--- config.mk ---
export PLATFORM = sky130hd
export DESIGN_NAME = ram_access_ctrl
export DESIGN_NICKNAME = d
export VERILOG_FILES = /design/src/rtl/sap_mem_pkg.sv /design/src/rtl/mem_write_sequencer.sv /design/src/rtl/ram_access_ctrl.sv
export SDC_FILE = /design/constraint.sdc
export NUM_CORES = 1
export LEC_CHECK = 0
export BUFFER_PORTS_ARGS = -buffer_cell sky130_fd_sc_hd__buf_2
export CORE_MARGIN = 2
export CORE_UTILIZATION = 53
export CTS_BUF_LIST = sky130_fd_sc_hd__clkbuf_8
export DETAILED_ROUTE_END_ITERATION = 7
export GPL_TIMING_DRIVEN = 0
export PLACE_DENSITY = 0.81
export SETUP_SLACK_MARGIN = 0.3
export SKIP_CTS_REPAIR_TIMING = 1
export SYNTH_ARGS = -nofsm -noshare
export SYNTH_HDL_FRONTEND = slang
export SYNTH_SLANG_ARGS = --single-unit
--- constraint.sdc ---
create_clock -name clk -period 2 [get_ports clk]
set_input_delay 0.1 -clock clk [delete_from_list [all_inputs] [get_ports clk]]
set_output_delay 0.1 -clock clk [all_outputs]
set_load 0.05 [all_outputs]
--- src/rtl/sap_mem_pkg.sv ---
// Shared definitions for the SAP 16x8 RAM access path.
// Holds the RAM geometry, the write-sequence state encoding and the width of
// the write-strobe pulse counter. Imported by mem_write_sequencer and
// ram_access_ctrl.
package sap_mem_pkg;

    localparam int unsigned RAM_ADDR_W = 4;
    localparam int unsigned RAM_DATA_W = 8;
    localparam int unsigned MEM_DEPTH  = 1 << RAM_ADDR_W;

    // Enough to count a strobe of 1..4 cycles (stored as length-1).
    localparam int unsigned WE_CNT_W = 2;

    typedef enum logic [2:0] {
        StIdle,
        StSetup,
        StWrite,
        StHold,
        StVerify
    } seq_state_e;

endpackage

--- src/rtl/mem_write_sequencer.sv ---
// Write-timing engine for the F189 RAM.
// A start pulse in idle captures address and data, then walks
// SETUP (1) -> WRITE (WE_PULSE_CYCLES, strobe low) -> HOLD (1)
// -> VERIFY (1, only with RAM_VERIFY_EN) -> idle.
// Address and data stay stable from SETUP through the end of the sequence.
// Ports:
//   clk_i, rst_ni  clock, asynchronous active-low reset
//   start_i        begin a write (honoured only in idle)
//   addr_i/data_i  write target and value, captured with start_i
//   busy_o         sequence in progress (any non-idle state)
//   hold_o         sequence is in HOLD (one cycle)
//   verify_o       sequence is in VERIFY (one cycle)
//   addr_o/data_o  captured address and data
//   we_n_o         registered active-low write strobe
// Optional: RAM_VERIFY_EN adds the VERIFY state.
module mem_write_sequencer
    import sap_mem_pkg::*;
#(
    parameter int unsigned ADDR_W          = RAM_ADDR_W,
    parameter int unsigned DATA_W          = RAM_DATA_W,
    parameter int unsigned WE_PULSE_CYCLES = 1
) (
    input  logic              clk_i,
    input  logic              rst_ni,
    input  logic              start_i,
    input  logic [ADDR_W-1:0] addr_i,
    input  logic [DATA_W-1:0] data_i,
    output logic              busy_o,
    output logic              hold_o,
    output logic              verify_o,
    output logic [ADDR_W-1:0] addr_o,
    output logic [DATA_W-1:0] data_o,
    output logic              we_n_o
);

    localparam logic [WE_CNT_W-1:0] LastCnt = WE_CNT_W'(WE_PULSE_CYCLES - 1);

    seq_state_e          state_q, state_d;
    logic [WE_CNT_W-1:0] cnt_q, cnt_d;
    logic [ADDR_W-1:0]   addr_q, addr_d;
    logic [DATA_W-1:0]   data_q, data_d;
    logic                we_n_q, we_n_d;

    always_comb begin
        state_d = state_q;
        cnt_d   = cnt_q;
        addr_d  = addr_q;
        data_d  = data_q;
        unique case (state_q)
            StIdle: begin
                if (start_i) begin
                    state_d = StSetup;
                    addr_d  = addr_i;
                    data_d  = data_i;
                end
            end
            StSetup: begin
                state_d = StWrite;
                cnt_d   = '0;
            end
            StWrite: begin
                if (cnt_q == LastCnt) begin
                    state_d = StHold;
                end else begin
                    cnt_d = cnt_q + 1'b1;
                end
            end
            StHold: begin
`ifdef RAM_VERIFY_EN
                state_d = StVerify;
`else
                state_d = StIdle;
`endif
            end
            StVerify: state_d = StIdle;
            default:  state_d = StIdle;
        endcase
        // Strobe is registered from the next state so it is glitch-free.
        we_n_d = (state_d != StWrite);
    end

    always_ff @(posedge clk_i or negedge rst_ni) begin
        if (!rst_ni) begin
            state_q <= StIdle;
            cnt_q   <= '0;
            addr_q  <= '0;
            data_q  <= '0;
            we_n_q  <= 1'b1;
        end else begin
            state_q <= state_d;
            cnt_q   <= cnt_d;
            addr_q  <= addr_d;
            data_q  <= data_d;
            we_n_q  <= we_n_d;
        end
    end

    assign busy_o   = (state_q != StIdle);
    assign hold_o   = (state_q == StHold);
    assign verify_o = (state_q == StVerify);
    assign addr_o   = addr_q;
    assign data_o   = data_q;
    assign we_n_o   = we_n_q;

endmodule

--- src/rtl/ram_access_ctrl.sv ---
// RAM access controller for the SAP 16x8 F189 RAM.
// Owns the MAR and the loader pointer, arbitrates between the CPU control
// word (prog_mode=0) and the byte-stream loader (prog_mode=1), and drives
// the RAM through a shared mem_write_sequencer. Mode is only sampled idle.
// Ports:
//   clk, reset_n                  clock, asynchronous active-low reset
//   prog_mode                     1 = loader owns RAM, 0 = CPU owns RAM
//   cpu_bus, cpu_mar_load,
//   cpu_ram_in, cpu_ram_out       CPU control word
//   cpu_stall                     write sequence in progress
//   ld_start, ld_valid, ld_data   loader controls and byte stream
//   ld_ready, ld_done             loader handshake and completion
//   mem_address, mem_data,
//   mem_write_enable_n,
//   mem_bus_enable_n              RAM side
//   mem_rdata                     RAM read data (readback check only)
//   verify_err                    sticky readback mismatch
// Optional: define RAM_VERIFY_EN to read back every write and flag mismatches.
module ram_access_ctrl
    import sap_mem_pkg::*;
#(
    parameter int unsigned ADDR_W          = RAM_ADDR_W,
    parameter int unsigned DATA_W          = RAM_DATA_W,
    parameter int unsigned WE_PULSE_CYCLES = 1
) (
    input  logic              clk,
    input  logic              reset_n,
    input  logic              prog_mode,
    input  logic [DATA_W-1:0] cpu_bus,
    input  logic              cpu_mar_load,
    input  logic              cpu_ram_in,
    input  logic              cpu_ram_out,
    output logic              cpu_stall,
    input  logic              ld_start,
    input  logic              ld_valid,
    input  logic [DATA_W-1:0] ld_data,
    output logic              ld_ready,
    output logic              ld_done,
    output logic [ADDR_W-1:0] mem_address,
    output logic [DATA_W-1:0] mem_data,
    output logic              mem_write_enable_n,
    output logic              mem_bus_enable_n,
    input  logic [DATA_W-1:0] mem_rdata,
    output logic              verify_err
);

    logic [ADDR_W-1:0] mar_q, mar_d;
    logic [ADDR_W-1:0] ld_ptr_q, ld_ptr_d;
    logic              ld_done_q, ld_done_d;
    logic              ld_owner_q, ld_owner_d;  // in-flight write came from loader
    logic              ld_pend_q, ld_pend_d;    // ld_start seen mid-sequence

    logic              seq_busy, seq_hold, seq_verify, seq_we_n;
    logic [ADDR_W-1:0] seq_addr;
    logic [DATA_W-1:0] seq_data;

    logic idle, cpu_sel, ld_sel, cpu_wr, ld_wr, seq_start, apply_start;

    assign idle        = !seq_busy;
    assign cpu_sel     = idle && !prog_mode;
    assign ld_sel      = idle && prog_mode;
    assign apply_start = idle && (ld_start || ld_pend_q);
    // A restart about to clear the pointer must not race an accepted byte.
    assign ld_ready    = ld_sel && !ld_done_q && !ld_start && !ld_pend_q;
    assign cpu_wr      = cpu_sel && cpu_ram_in;
    assign ld_wr       = ld_valid && ld_ready;
    assign seq_start   = cpu_wr || ld_wr;

    mem_write_sequencer #(
        .ADDR_W          (ADDR_W),
        .DATA_W          (DATA_W),
        .WE_PULSE_CYCLES (WE_PULSE_CYCLES)
    ) u_seq (
        .clk_i    (clk),
        .rst_ni   (reset_n),
        .start_i  (seq_start),
        .addr_i   (ld_wr ? ld_ptr_q : mar_q),
        .data_i   (ld_wr ? ld_data : cpu_bus),
        .busy_o   (seq_busy),
        .hold_o   (seq_hold),
        .verify_o (seq_verify),
        .addr_o   (seq_addr),
        .data_o   (seq_data),
        .we_n_o   (seq_we_n)
    );

    always_comb begin
        mar_d      = mar_q;
        ld_ptr_d   = ld_ptr_q;
        ld_done_d  = ld_done_q;
        ld_owner_d = ld_owner_q;
        ld_pend_d  = ld_pend_q;

        // The write (if any) has already captured the old MAR this cycle.
        if (cpu_sel && cpu_mar_load) begin
            mar_d = cpu_bus[ADDR_W-1:0];
        end
        if (seq_start) begin
            ld_owner_d = ld_wr;
        end
        if (seq_busy && ld_start) begin
            ld_pend_d = 1'b1;
        end else if (apply_start) begin
            ld_pend_d = 1'b0;
        end

        if (apply_start) begin
            ld_ptr_d  = '0;
            ld_done_d = 1'b0;
        end else if (seq_hold && ld_owner_q) begin
            if (ld_ptr_q == {ADDR_W{1'b1}}) begin
                ld_ptr_d  = '0;
                ld_done_d = 1'b1;
            end else begin
                ld_ptr_d = ld_ptr_q + 1'b1;
            end
        end
    end

    always_ff @(posedge clk or negedge reset_n) begin
        if (!reset_n) begin
            mar_q      <= '0;
            ld_ptr_q   <= '0;
            ld_done_q  <= 1'b0;
            ld_owner_q <= 1'b0;
            ld_pend_q  <= 1'b0;
        end else begin
            mar_q      <= mar_d;
            ld_ptr_q   <= ld_ptr_d;
            ld_done_q  <= ld_done_d;
            ld_owner_q <= ld_owner_d;
            ld_pend_q  <= ld_pend_d;
        end
    end

`ifdef RAM_VERIFY_EN
    logic verify_err_q, verify_err_d;

    always_comb begin
        verify_err_d = verify_err_q;
        if (apply_start) begin
            verify_err_d = 1'b0;
        end else if (seq_verify && (mem_rdata != seq_data)) begin
            verify_err_d = 1'b1;
        end
    end

    always_ff @(posedge clk or negedge reset_n) begin
        if (!reset_n) begin
            verify_err_q <= 1'b0;
        end else begin
            verify_err_q <= verify_err_d;
        end
    end

    assign verify_err = verify_err_q;
`else
    logic unused_rdata;
    assign unused_rdata = ^mem_rdata;
    assign verify_err   = 1'b0;
`endif

    assign cpu_stall          = seq_busy;
    assign ld_done            = ld_done_q;
    assign mem_address        = seq_busy ? seq_addr : (prog_mode ? ld_ptr_q : mar_q);
    assign mem_data           = seq_data;
    assign mem_write_enable_n = seq_we_n;
    // Gated by reset_n so the output enable drops the moment reset asserts.
    assign mem_bus_enable_n   = !(reset_n && ((cpu_sel && cpu_ram_out) || seq_verify));

endmodule

## After elaboration in Yosys (flattened, before gate mapping)

Cells that the tools add are included.

| word-level totals | value |
|---|---|
| register bits after elaboration | 29 |
| bits of input ports | 32 |
| word-level logic and storage cells | 68 |

| cells by class | value |
|---|---|
| add/subtract/negate cells | 2 |
| equality and inequality tests | 7 |
| muxes and demuxes | 17 |
| reductions and logical operators | 32 |

Operators by type and width:

| kind | count |
|---|---|
| $mux W4 | 6 |
| $logic_and A1 B1 Y1 | 13 |
| $pmux W3 S3 | 1 |
| $mux W8 | 1 |
| $reduce_bool A2 Y1 | 4 |
| $eq A3 B2 Y1 const B | 2 |
| $logic_not A1 Y1 | 6 |
| $mux W3 | 2 |
| $reduce_and A2 Y1 | 3 |
| $mux W1 | 5 |
| $add A4 B1 Y4 const B | 1 |
| $eq A4 B4 Y1 const B | 1 |
| $pmux W2 S2 | 1 |
| $eq A3 B1 Y1 const B | 1 |
| $eq A3 B3 Y1 const B | 1 |
| $logic_not A3 Y1 | 1 |
| $logic_or A1 B1 Y1 | 3 |
| $ne A3 B2 Y1 const B | 1 |
| $reduce_bool A3 Y1 | 1 |
| $add A2 B1 Y2 const B | 1 |
| $logic_not A2 Y1 | 1 |
| $mux W2 | 1 |
| $ne A2 B2 Y1 const B | 1 |

## Longest topological paths before layout

Gate-level depths: netlist of run 1.

| depth | value |
|---|---|
| depth after elaboration | 11 |
| gate-level depth with buffers | 6 |

## Cells and area by module

A second synthesis of run 1 with hierarchy kept.

| second synthesis, totals | value |
|---|---|
| cell total of the unflattened synthesis | 135 |
| area, all modules | 1631.6 µm² |

Modules (own cells, without submodules):

| module | instances | cells each | area an instance (µm²) | sequential area each (µm²) |
|---|---|---|---|---|
| mem_write_sequencer | 1 | 58 | 830.8 | 451.7 |
| ram_access_ctrl | 1 | 77 | 800.8 | 275.3 |

## Least setup slack after synthesis of run 1

OpenSTA, ideal clock, no wires.

| timing path | value |
|---|---|
| path kind | flip-flop to output port |
| from | register u_seq.state_q[1] |
| to | output port mem_address[0] |
| arrival | 2.399 ns |
| data required time | 1.900 ns |
| setup slack | -0.499 ns |
| cell stages (with the launch flop) | 6 |
| buffers on the path | 2 |
| path through | dfrtp_1 buf_6 nor3_2 inv_1 clkbuf_1 o21ai_0 |

| on the way | value |
|---|---|
| word-level cells in the longest chain between the ends | 2 |

Ends and longest elaborated chain:

| element | RTL line | text |
|---|---|---|
| start, declared | mem_write_sequencer.sv:38 | `seq_state_e state_q, state_d;` |
| start signal, assigned | mem_write_sequencer.sv:84 | `state_q <= StIdle;` |
| start signal, assigned | mem_write_sequencer.sv:90 | `state_q <= state_d;` |
| $reduce_bool A3 Y1 | mem_write_sequencer.sv:98 | `assign busy_o = (state_q != StIdle);` |
| net cpu_stall | ram_access_ctrl.sv:33 | `output logic cpu_stall,` |
| $mux W4 | ram_access_ctrl.sv:165 | `assign mem_address = seq_busy ? seq_addr : (prog_mode ? ld_ptr_q : mar_q);` |
| end, declared | ram_access_ctrl.sv:39 | `output logic [ADDR_W-1:0] mem_address,` |

The timed path passes the listed nets, and every way through them passes these cells.

## Worst setup path in the final report of run 1

| timing path | value |
|---|---|
| from | register u_seq.state_q[0] |
| to | output port mem_address[3] |

| on the way | value |
|---|---|
| word-level cells in the longest chain between the ends | 2 |

Ends and longest elaborated chain:

| element | RTL line |
|---|---|
| $reduce_bool A3 Y1 | mem_write_sequencer.sv:98 |
| $mux W4 | ram_access_ctrl.sv:165 |

Every way passes these cells.

==> summary.txt, run 1 <==
========================================================================================================
Actual slew at the worst max-slew pin .....................................................     0.509 ns
Core area .................................................................................     2980 µm²
Max-slew violations .......................................................................            0
Number of synthesized register bits .......................................................           29
Worst setup skew after layout .............................................................    0.0111 ns
Mapped cell area ..........................................................................     1620 µm²
Fill count ................................................................................          219
Nets ......................................................................................          257
Worst skew pair latency ...................................................................      0.29 ns
Chip height ...............................................................................      59.3 µm
Average via count per standard cell .......................................................         6.17
Final antenna diode count .................................................................            0
Overall routing resource usage ............................................................        26.5%
Number of nets still failing antenna checks after routing .................................            0
Remaining Overflow, GRT ...................................................................            0
Initial DRC Count .........................................................................           99
Standby leakage power .....................................................................      1.04 nW
Detailed placer's ending HPWL .............................................................      2980 µm
Power share of the sequential group .......................................................        36.0%
Worst path required time ..................................................................      1.90 ns
Relative slew margins .....................................................................        66.1%
Number of cells produced by synthesis .....................................................          164
Result of the run .........................................................................    completed
Count of endpoints failing hold in the final timing report ................................            0
Max-cap violation count ...................................................................            0
Number of warnings printed during yosys synthesis .........................................            0
Internal cell power .......................................................................      1.31 mW
Clock tree from TritonCTS .................................................................        built
Hold path endpoint ........................................................................     mar_q[3]
Iteration count of the initial detailed-routing pass ......................................            4
Gp weighted congestion ....................................................................        0.870
DRC .......................................................................................            0
Crit path max fanout ......................................................................            5
Post-detailed-route wirelength per cell ...................................................      17.5 µm
Sw Ratio ..................................................................................        40.9%
Die Footprint .............................................................................     3520 µm²
Post-placement cell area ..................................................................     1890 µm²
Setup crit start .......................................................................... u_seq.state_q[0]
Count of port buffers added during placement ..............................................           38
Number of vias after detailed routing .....................................................         1585
Switching power summed over all nets ......................................................       907 µW
Critical path startpoint category .........................................................         flop
Top achievable clock speed ................................................................      573 MHz
Initial Utilization .......................................................................        54.5%
Final cell utilization of the core ........................................................        75.0%
Final min period ..........................................................................      1.74 ns
Pin count of the biggest net entering global routing ......................................           31
Reg2Reg Capture Point ..................................................................... u_seq.addr_o[1]
Worst R2R Start ........................................................................... u_seq.state_q[0]
Power density cells .......................................................................   992 nW/µm²
Share of total power in combinational logic ...............................................        42.1%
Count of pins on the block boundary .......................................................           50
First-pass GRT wire length ................................................................      6780 µm
WL final ..................................................................................      4500 µm
Setup slack of the most critical reg-to-reg path ..........................................      0.35 ns
Signal arrival time at the worst endpoint .................................................      1.64 ns
Maximum level of the CTS H-tree ...........................................................            2
Kind of end point of the critical path ....................................................  output port
Post-synthesis average cell area ..........................................................     9.90 µm²
Total number of placement rows ............................................................           20
Hold Crit Depth ...........................................................................            2
Worst Hold Margin .........................................................................    0.0631 ns
Start point of the worst hold path ........................................................   cpu_bus[3]
Final total power .........................................................................      2.22 mW
Hold crit path type ....................................................................... input port to flop
RSZ-0062 raised after global routing ......................................................         true
Maximum ir drop on the vdd rail ...........................................................     0.673 mV
Post-CTS clock slew at the launch and capture registers of the worst setup and hold paths .      0.06 ns
Area added between synthesis and finish ...................................................        37.7%
Die outline width .........................................................................      59.3 µm
Number of antenna violations at the first check in global routing .........................            0
Clock buffer count from CTS ...............................................................            5
Design Area, Final ........................................................................     2230 µm²
Fraction of layout cells with a size suffix above 1 .......................................        43.3%
Clk buf depth .............................................................................            2
Sequential fraction of the synthesis area .................................................        44.8%
Vias in the first global route ............................................................         1521
Clock power share .........................................................................        21.9%
Number of failing setup endpoints in the final timing report ..............................            0
Root buf cell .............................................................................     clkbuf_8
Final worst-path cycle share ..............................................................        87.2%
Accumulated negative setup slack ..........................................................         0 ns
Kind of critical path ..................................................................... flop to output port
Cell variety after synth ..................................................................           43
Worst-case reg-to-reg path depth ..........................................................            5
Sinks on the clock net ....................................................................           29
========================================================================================================
-- flip-flops by register name, summed over array words and instances, names as in the netlist --
| name | cells |
|---|---|
| ld_owner_q | 1 |
| ld_done | 1 |
| u_seq.data_o | 8 |
| u_seq.addr_o | 4 |
| ld_pend_q | 1 |
| u_seq.state_q | 3 |
| ld_ptr_q | 4 |
| mar_q | 4 |
| u_seq.we_n_o | 1 |
| u_seq.cnt_q | 2 |
-- final cells by class --
cell class / instances / area, µm² / share of cell area (%)
multi-input combinational: 107 / 835 / 37.3
sequential: 29 / 729 / 32.6
timing repair buffer: 51 / 369 / 16.5
buffer: 13 / 108 / 4.82
clock buffer: 6 / 82.6 / 3.70
inverter: 16 / 62.6 / 2.80
tap: 33 / 41.3 / 1.85
clock inverter: 2 / 7.51 / 0.336
-- cell usage after synthesis, drive strengths merged --
| cell | n | area, µm² |
|---|---|---|
| a21o | 1 | 7.51 |
| a21oi | 7 | 38.8 |
| a221oi | 1 | 8.76 |
| a22o | 1 | 8.76 |
| a22oi | 1 | 7.51 |
| a311oi | 8 | 70.1 |
| a31oi | 4 | 25.0 |
| and3 | 1 | 6.26 |
| and4b | 1 | 10.0 |
| buf | 9 | 68.8 |
| clkbuf | 4 | 15.0 |
| conb | 1 | 3.75 |
| dfrtp | 28 | 701 |
| dfstp | 1 | 26.3 |
| ha | 2 | 25.0 |
| inv | 16 | 60.1 |
| mux2 | 4 | 45.0 |
| mux2i | 6 | 60.1 |
| nand2 | 10 | 40.0 |
| nand3 | 6 | 30.0 |
| nand4b | 1 | 23.8 |
| nor2 | 6 | 22.5 |
| nor2b | 1 | 6.26 |
| nor3 | 10 | 55.1 |
| nor4 | 14 | 103 |
| nor4b | 1 | 15.0 |
| o21ai | 8 | 40.0 |
| o21bai | 1 | 7.51 |
| o2bb2ai | 2 | 17.5 |
| o31ai | 1 | 7.51 |
| or2 | 1 | 6.26 |
| or3 | 1 | 6.26 |
| or4 | 2 | 22.5 |
| or4b | 2 | 23.8 |
| xnor2 | 1 | 8.76 |
-- layout by cell type (no fill, tap or decap), types with 3 or more instances in the layout --
cell      netlist  routed
dfrtp_1        28      26
clkbuf_8        0       6
clkbuf_1        4       3
mux2i_1         6       6
o21ai_1         4       4
buf_2           4      34
nand2_1         9       6
inv_1          16      17
a31oi_1         4       4
nand2_2         1       3
nor3_1          9       9
mux2_2          4       4
nor4_1         13      11
nand3_1         6       6
buf_8           0       3
a311oi_1        8       8
nor2_1          6       4
buf_4           2      11
a21oi_1         6       5
buf_6           3      10
-- cell families after synthesis --
logic type | synth area share [%]
flip-flops | 44.8
other | 0.231
XOR/XNOR | 0.540
adder cells (fa/ha/maj) | 1.54
AND/OR/NAND/NOR | 22.8
buffers and inverters | 8.87
AO/OA/AOI/OAI | 14.7
multiplexers | 6.48
-- power groups by stage --
stage	Combinational (mW)	Sequential [mW]	Clock (mW)
after floorplan	0.422	0.969	0
after global placement	0.769	0.790	0
after detailed placement	0.793	0.797	0
after CTS	0.797	0.788	0.489
after global routing	0.984	0.806	0.517
final	0.933	0.799	0.485
-- worst max-delay path, cell delays in order (launching register included) --
cell and delay (ns):
dfrtp_2 0.43, buf_6 0.13, nor3_4 0.24, inv_4 0.10, buf_8 0.15, o21ai_2 0.12
buf_4 0.20
-- metrics by stage --
stage          setup slack, ns  std cells
2_1_floorplan            0.178        165
3_3_place_gp             0.329        236
3_5_place_dp             0.301        236
4_1_cts               -0.00254        244
5_1_grt                  0.176        257
6_report                 0.256        257
-- worst max path at each step --
stage,to,slack (ns),cells past startpoint
floorplan,mem_address[1],0.18,5
global placement,mem_address[0],0.33,6
detailed placement,mem_address[0],0.30,7
CTS,mem_address[0],-0.003,7
global route,mem_address[3],0.18,6
finish,mem_address[3],0.26,6
-- metal layers --
metal | up-vias | global-route usage [%] | part of all wire [%]
met1 | 771 | 29.6 | 37
met5 | - | 0 | 0
met2 | 66 | 44.6 | 54
met4 | 0 | 14.9 | 3.4
met3 | 24 | 7.86 | 5.2
li1 | 724 | - | -
Note: power is estimated with default switching activity, not from simulation.
==> inputs of run 2 (changes only) <==
--- a/config.mk
+++ b/config.mk
@@ -7,11 +7,11 @@
 export LEC_CHECK = 0
 export BUFFER_PORTS_ARGS = -buffer_cell sky130_fd_sc_hd__buf_2
 export CORE_MARGIN = 2
-export CORE_UTILIZATION = 53
+export CORE_UTILIZATION = 45
 export CTS_BUF_LIST = sky130_fd_sc_hd__clkbuf_8
 export DETAILED_ROUTE_END_ITERATION = 7
 export GPL_TIMING_DRIVEN = 0
-export PLACE_DENSITY = 0.81
+export PLACE_DENSITY = 0.71
 export SETUP_SLACK_MARGIN = 0.3
 export SKIP_CTS_REPAIR_TIMING = 1
 export SYNTH_ARGS = -nofsm -noshare
==> constraint.sdc (replaced) <==
create_clock -name clk -period 2.17 [get_ports clk]
set_input_delay 0.1085 -clock clk [delete_from_list [all_inputs] [get_ports clk]]
set_output_delay 0.1085 -clock clk [all_outputs]
set_load 0.05 [all_outputs]
==> run 2 against run 1 <==
- critical path depth grew 1
- sequential power shrank 8.9%
- critical path type unchanged
- wire length shrank 6.1%
- largest cell class unchanged
- count of clock-buffer cells in the layout shrank 1
- non-clock buffer count shrank 11
- setup slack gained 0.11 ns
- sequential share of layout area grew 2.8 points
- combinational power shrank 18%
- total power shrank 15%
- cell area shrank 8.2%
- final cell count grew 0.78%
==> summary.txt, run 2 (same netlist as run 1, synthesis figures left out) <==
========================================================================================================
Result of the run .........................................................................    completed
Accumulated negative setup slack ..........................................................         0 ns
Worst skew pair latency ...................................................................      0.28 ns
Global Route met2 Usage ...................................................................        39.7%
Clock tree from TritonCTS .................................................................        built
Vias in the first global route ............................................................         1482
Worst path required time ..................................................................      2.06 ns
Nets ......................................................................................          246
Average via count per standard cell .......................................................         5.66
M3 GR Usage ...............................................................................        5.63%
First-pass GRT wire length ................................................................      6960 µm
Initial DRC Count .........................................................................           52
Worst-case reg-to-reg path depth ..........................................................            5
Total number of placement rows ............................................................           21
Hold crit path type ....................................................................... input port to flop
Max-slew violations .......................................................................            0
Gp weighted congestion ....................................................................        0.772
Number of failing setup endpoints in the final timing report ..............................            0
Power density cells .......................................................................   922 nW/µm²
CP peak stage delay .......................................................................      0.39 ns
Slowest cell on the critical path .........................................................      dfrtp_1
Top achievable clock speed ................................................................      554 MHz
Signal arrival time at the worst endpoint .................................................      1.70 ns
Global routing met1 resource utilization ..................................................        25.2%
Crit path capture ......................................................................... mem_address[0]
Most frequent standard cell in the layout excluding fill and tap cells ....................        buf_2
Setup crit start .......................................................................... u_seq.state_q[2]
Die Footprint .............................................................................     4100 µm²
Kind of end point of the critical path ....................................................  output port
Standby leakage power .....................................................................     0.954 nW
Chip height ...............................................................................      64.1 µm
Setup slack of the most critical reg-to-reg path ..........................................      0.51 ns
Number of antenna violations at the first check in global routing .........................            0
Final min period ..........................................................................      1.80 ns
Overall routing resource usage ............................................................        22.2%
Core area .................................................................................     3390 µm²
Final antenna diode count .................................................................            0
Remaining Overflow, GRT ...................................................................            0
Critical path startpoint category .........................................................         flop
Count of endpoints failing hold in the final timing report ................................            0
Area added between synthesis and finish ...................................................        26.4%
Detailed placer's ending HPWL .............................................................      3030 µm
WL final ..................................................................................      4220 µm
Initial Utilization .......................................................................        47.9%
Final worst setup slack ...................................................................     0.365 ns
Number of vias after detailed routing .....................................................         1466
Bufs and invs on worst path ...............................................................            4
Final total power .........................................................................      1.89 mW
Pin count of the biggest net entering global routing ......................................           31
Most frequent cells in the layout ......................................................... buf_2 (36), dfrtp_1 (27), inv_1 (18)
RSZ-0062 raised after global routing ......................................................         true
Root buf cell .............................................................................     clkbuf_8
Chain of cells forming the critical path .................................................. buf_4 > nor3_4 > inv_2 > buf_4 > nand2_1 > o21ai_4 > clkbuf_4
Reg2Reg Capture Point ..................................................................... u_seq.addr_o[2]
Instance count on the critical path .......................................................            7
Max-cap violation count ...................................................................            0
Layer carrying the most global-route usage ................................................         met2
Clock buffer count from CTS ...............................................................            5
Crit path max fanout ......................................................................           10
Worst R2R Start ........................................................................... u_seq.state_q[1]
Final worst-path cycle share ..............................................................        83.2%
Count of pins on the block boundary .......................................................           50
Number of nets still failing antenna checks after routing .................................            0
Max reg flops .............................................................................            8
Post-CTS clock slew at the launch and capture registers of the worst setup and hold paths .      0.06 ns
Worst setup skew after layout .............................................................   0.00555 ns
Kind of critical path ..................................................................... flop to output port
Die outline width .........................................................................      64.1 µm
Cell type with the highest occurrence count on the critical path ..........................        buf_4
Sinks on the clock net ....................................................................           29
DRC .......................................................................................            0
Clk buf depth .............................................................................            2
Maximum level of the CTS H-tree ...........................................................            2
Post-detailed-route wirelength per cell ...................................................      16.3 µm
Iteration count of the initial detailed-routing pass ......................................            4
Fraction of layout cells with a size suffix above 1 .......................................        36.2%
Worst path top cell family by delay ....................................................... buffers and inverters
Worst slack at placement ..................................................................     0.421 ns
Maximum ir drop on the vdd rail ...........................................................     0.401 mV
Count of port buffers added during placement ..............................................           38
========================================================================================================
-- run 2: cell count changes in the layout (fill, tap and decap cells not counted), sizes merged --
cell / delta
inv: +1
clkbuf: -1
buf: -11
-- run 2: power by group --
part | leakage, nW | switching, mW | internal (mW)
Combinational | 0.547 | 0.522 | 0.239
Sequential | 0.354 | 0.0723 | 0.656
Clock | 0.0519 | 0.190 | 0.213
-- run 2: final cells by class --
type                       instances  area, µm²
clock buffer                       5       68.8
sequential                        29        728
fill                             293       1340
buffer                            13       90.1
inverter                          16       60.1
multi-input combinational        107        796
timing repair buffer              40        240
tap                               46       57.6
clock inverter                     3       11.3
-- run 2: metrics by stage --
step	hold WS (ns)	util, %	cells	area [µm²]
5_1_grt	0.0747	60.5	259	2050
6_report	0.0801	60.5	259	2050
2_1_floorplan	-0.187	-	165	1660
3_5_place_dp	0.176	56.2	249	1910
3_3_place_gp	0.169	56.2	249	1910
4_1_cts	-0.121	58.6	257	1990
-- run 2: worst min path at each step --
stage	from	end	slack (ns)	cells past startpoint
6_report	cpu_bus[2]	mar_q[2]	0.08	2
5_1_grt	cpu_bus[2]	mar_q[2]	0.07	2
4_1_cts	reset_n	u_seq.data_o[1]	-0.12	1
3_5_place_dp	reset_n	u_seq.data_o[1]	0.18	1
3_3_place_gp	reset_n	u_seq.data_o[2]	0.17	1
2_1_floorplan	reset_n	ld_done	-0.19	0
-- run 2: per-layer routing --
| metal | part of all wire, % | routed length (µm) |
|---|---|---|
| met1 | 41 | 1740 |
| met2 | 53 | 2230 |
| met3 | 4.2 | 178 |
| met4 | 1.8 | 76 |
| met5 | 0 | 0 |
==> inputs of run 3 (changes only) <==
==> constraint.sdc (replaced) <==
create_clock -name clk -period 1.9 [get_ports clk]
set_input_delay 0.095 -clock clk [delete_from_list [all_inputs] [get_ports clk]]
set_output_delay 0.095 -clock clk [all_outputs]
set_load 0.05 [all_outputs]
==> run 3 against run 2 <==
- sequential power is 18% higher
- die area unchanged
- via count is 9.5% higher
- hold slack improved by 0.021 ns
- non-clock buffer count up 18
- largest cell class unchanged
- largest power group unchanged
==> summary.txt, run 3 (same netlist as run 1, synthesis figures left out) <==
========================================================================================================
Result of the run .........................................................................    completed
Top achievable clock speed ................................................................      585 MHz
First-pass GRT wire length ................................................................      6800 µm
Count of endpoints failing hold in the final timing report ................................            0
Average via count per standard cell .......................................................         5.82
Die outline width .........................................................................      64.1 µm
Max reg flops .............................................................................            8
Number of nets still failing antenna checks after routing .................................            0
Relative slew margins .....................................................................        43.9%
Clock buffer count from CTS ...............................................................            5
Vias in the first global route ............................................................         1413
Worst skew pair latency ...................................................................      0.28 ns
M3 GR Usage ...............................................................................        5.11%
Remaining Overflow, GRT ...................................................................            0
Detailed placer's ending HPWL .............................................................      2960 µm
Power density cells .......................................................................   985 nW/µm²
Crit path max fanout ......................................................................           10
Fill count ................................................................................          228
Chip height ...............................................................................      64.1 µm
Nets ......................................................................................          264
Share of total power in combinational logic ...............................................        44.3%
Actual slew at the worst max-slew pin .....................................................     0.842 ns
Internal cell power .......................................................................      1.43 mW
Sw Ratio ..................................................................................        41.4%
Die Footprint .............................................................................     4100 µm²
Global Route met2 Usage ...................................................................        35.8%
Worst setup skew after layout .............................................................   0.00587 ns
Kind of critical path ..................................................................... flop to flop
Max-slew violations .......................................................................            0
Final antenna diode count .................................................................            0
Fraction of layout cells with a size suffix above 1 .......................................        53.5%
Power share of the sequential group .......................................................        35.2%
WL final ..................................................................................      4920 µm
Layer carrying the most global-route usage ................................................         met2
Switching power summed over all nets ......................................................      1.01 mW
Number of vias after detailed routing .....................................................         1605
Global routing met1 resource utilization ..................................................        27.4%
Count of port buffers added during placement ..............................................           38
Iteration count of the initial detailed-routing pass ......................................            4
Most frequent standard cell in the layout excluding fill and tap cells ....................        buf_2
Worst path required time ..................................................................      2.04 ns
Critical path startpoint category .........................................................         flop
Hold crit path type ....................................................................... input port to flop
Overall routing resource usage ............................................................        21.7%
Clk buf depth .............................................................................            2
Kind of end point of the critical path ....................................................         flop
Total number of placement rows ............................................................           21
Post-detailed-route wirelength per cell ...................................................      17.8 µm
Max-cap violation count ...................................................................            0
Root buf cell .............................................................................     clkbuf_8
RSZ-0062 raised after global routing ......................................................         true
Pin count of the biggest net entering global routing ......................................           31
Most frequent cells in the layout ......................................................... buf_2 (32), dfrtp_1 (26), buf_4 (18)
Count of pins on the block boundary .......................................................           50
Maximum ir drop on the vdd rail ...........................................................     0.646 mV
Area added between synthesis and finish ...................................................        52.7%
Initial Utilization .......................................................................        47.9%
Clock tree from TritonCTS .................................................................        built
Final worst-path cycle share ..............................................................        90.0%
Number of antenna violations at the first check in global routing .........................            0
Post-CTS clock slew at the launch and capture registers of the worst setup and hold paths .      0.06 ns
Core area .................................................................................     3390 µm²
Initial DRC Count .........................................................................           87
Sinks on the clock net ....................................................................           29
Signal arrival time at the worst endpoint .................................................      1.85 ns
Area of the multi-input gates .............................................................      973 µm²
Placed instance count .....................................................................          249
Final min period ..........................................................................      1.71 ns
Standby leakage power .....................................................................      1.11 nW
Final total power .........................................................................      2.44 mW
Gp weighted congestion ....................................................................        0.753
DRC .......................................................................................            0
Clock power share .........................................................................        20.5%
Number of failing setup endpoints in the final timing report ..............................            0
Number of non-filler instances in the completed layout ....................................          276
Maximum level of the CTS H-tree ...........................................................            2
FF+latch area .............................................................................      729 µm²
========================================================================================================
==> run 3: layout make-up <==
type	instances	share of cell area, %
well taps	46	2.32
multi-input cells	107	39.3
clock buffers	6	3.33
clock inverters	1	0.152
flip-flops and latches	29	29.4
plain buffers	13	4.95
inverters	16	2.53
repair buffers	58	18.0
==> run 3: final timing paths <==
path	startpoint	endpoint	slack, ns	depth (start not counted)
min	cpu_bus[2]	mar_q[2]	0.10	2
min in group asynchronous	reset_n	u_seq.addr_o[0]	0.33	3
max in group asynchronous	reset_n	u_seq.state_q[0]	1.39	3
max reg2reg	ld_done	u_seq.data_o[5]	0.19	4
max	ld_done	u_seq.data_o[5]	0.19	4
min reg2reg	u_seq.cnt_q[0]	u_seq.cnt_q[0]	0.50	1
==> run 3: metal layers <==
| layer | wire (µm) | vias to the layer above |
|---|---|---|
| met1 | 2010 | 810 |
| met2 | 2620 | 45 |
| met3 | 207 | 9 |
| li1 | - | 741 |
| met5 | 0 | - |
| met4 | 81 | 0 |
==> run 3: per-stage QoR <==
step                hold slack, ns  instance area, µm²  setup WS [ns]  util, %  setup TNS [ns]
detailed placement           0.157                1930          0.225     57.0               0
finish                       0.102                2480          0.190     73.1               0
floorplan                   -0.201                1680          0.229        -               0
CTS                         -0.141                2020        -0.0649     59.5          -0.222
global route                0.0920                2480          0.108     73.1               0
global placement             0.152                1930          0.242     57.0               0
==> run 3: worst max-delay path, stage by stage (launching register included) <==
cell	delay (ns)
dfrtp_2	0.44
or4b_4	0.58
buf_6	0.18
nor4_1	0.26
a31oi_1	0.11
==> run 3: power groups by stage <==
stage	Sequential [mW]	Combinational, mW	Clock (mW)
after CTS	0.831	0.859	0.505
after global routing	0.868	1.14	0.538
after detailed placement	0.842	0.858	0
final	0.858	1.08	0.501
after floorplan	1.02	0.473	0
after global placement	0.834	0.841	0
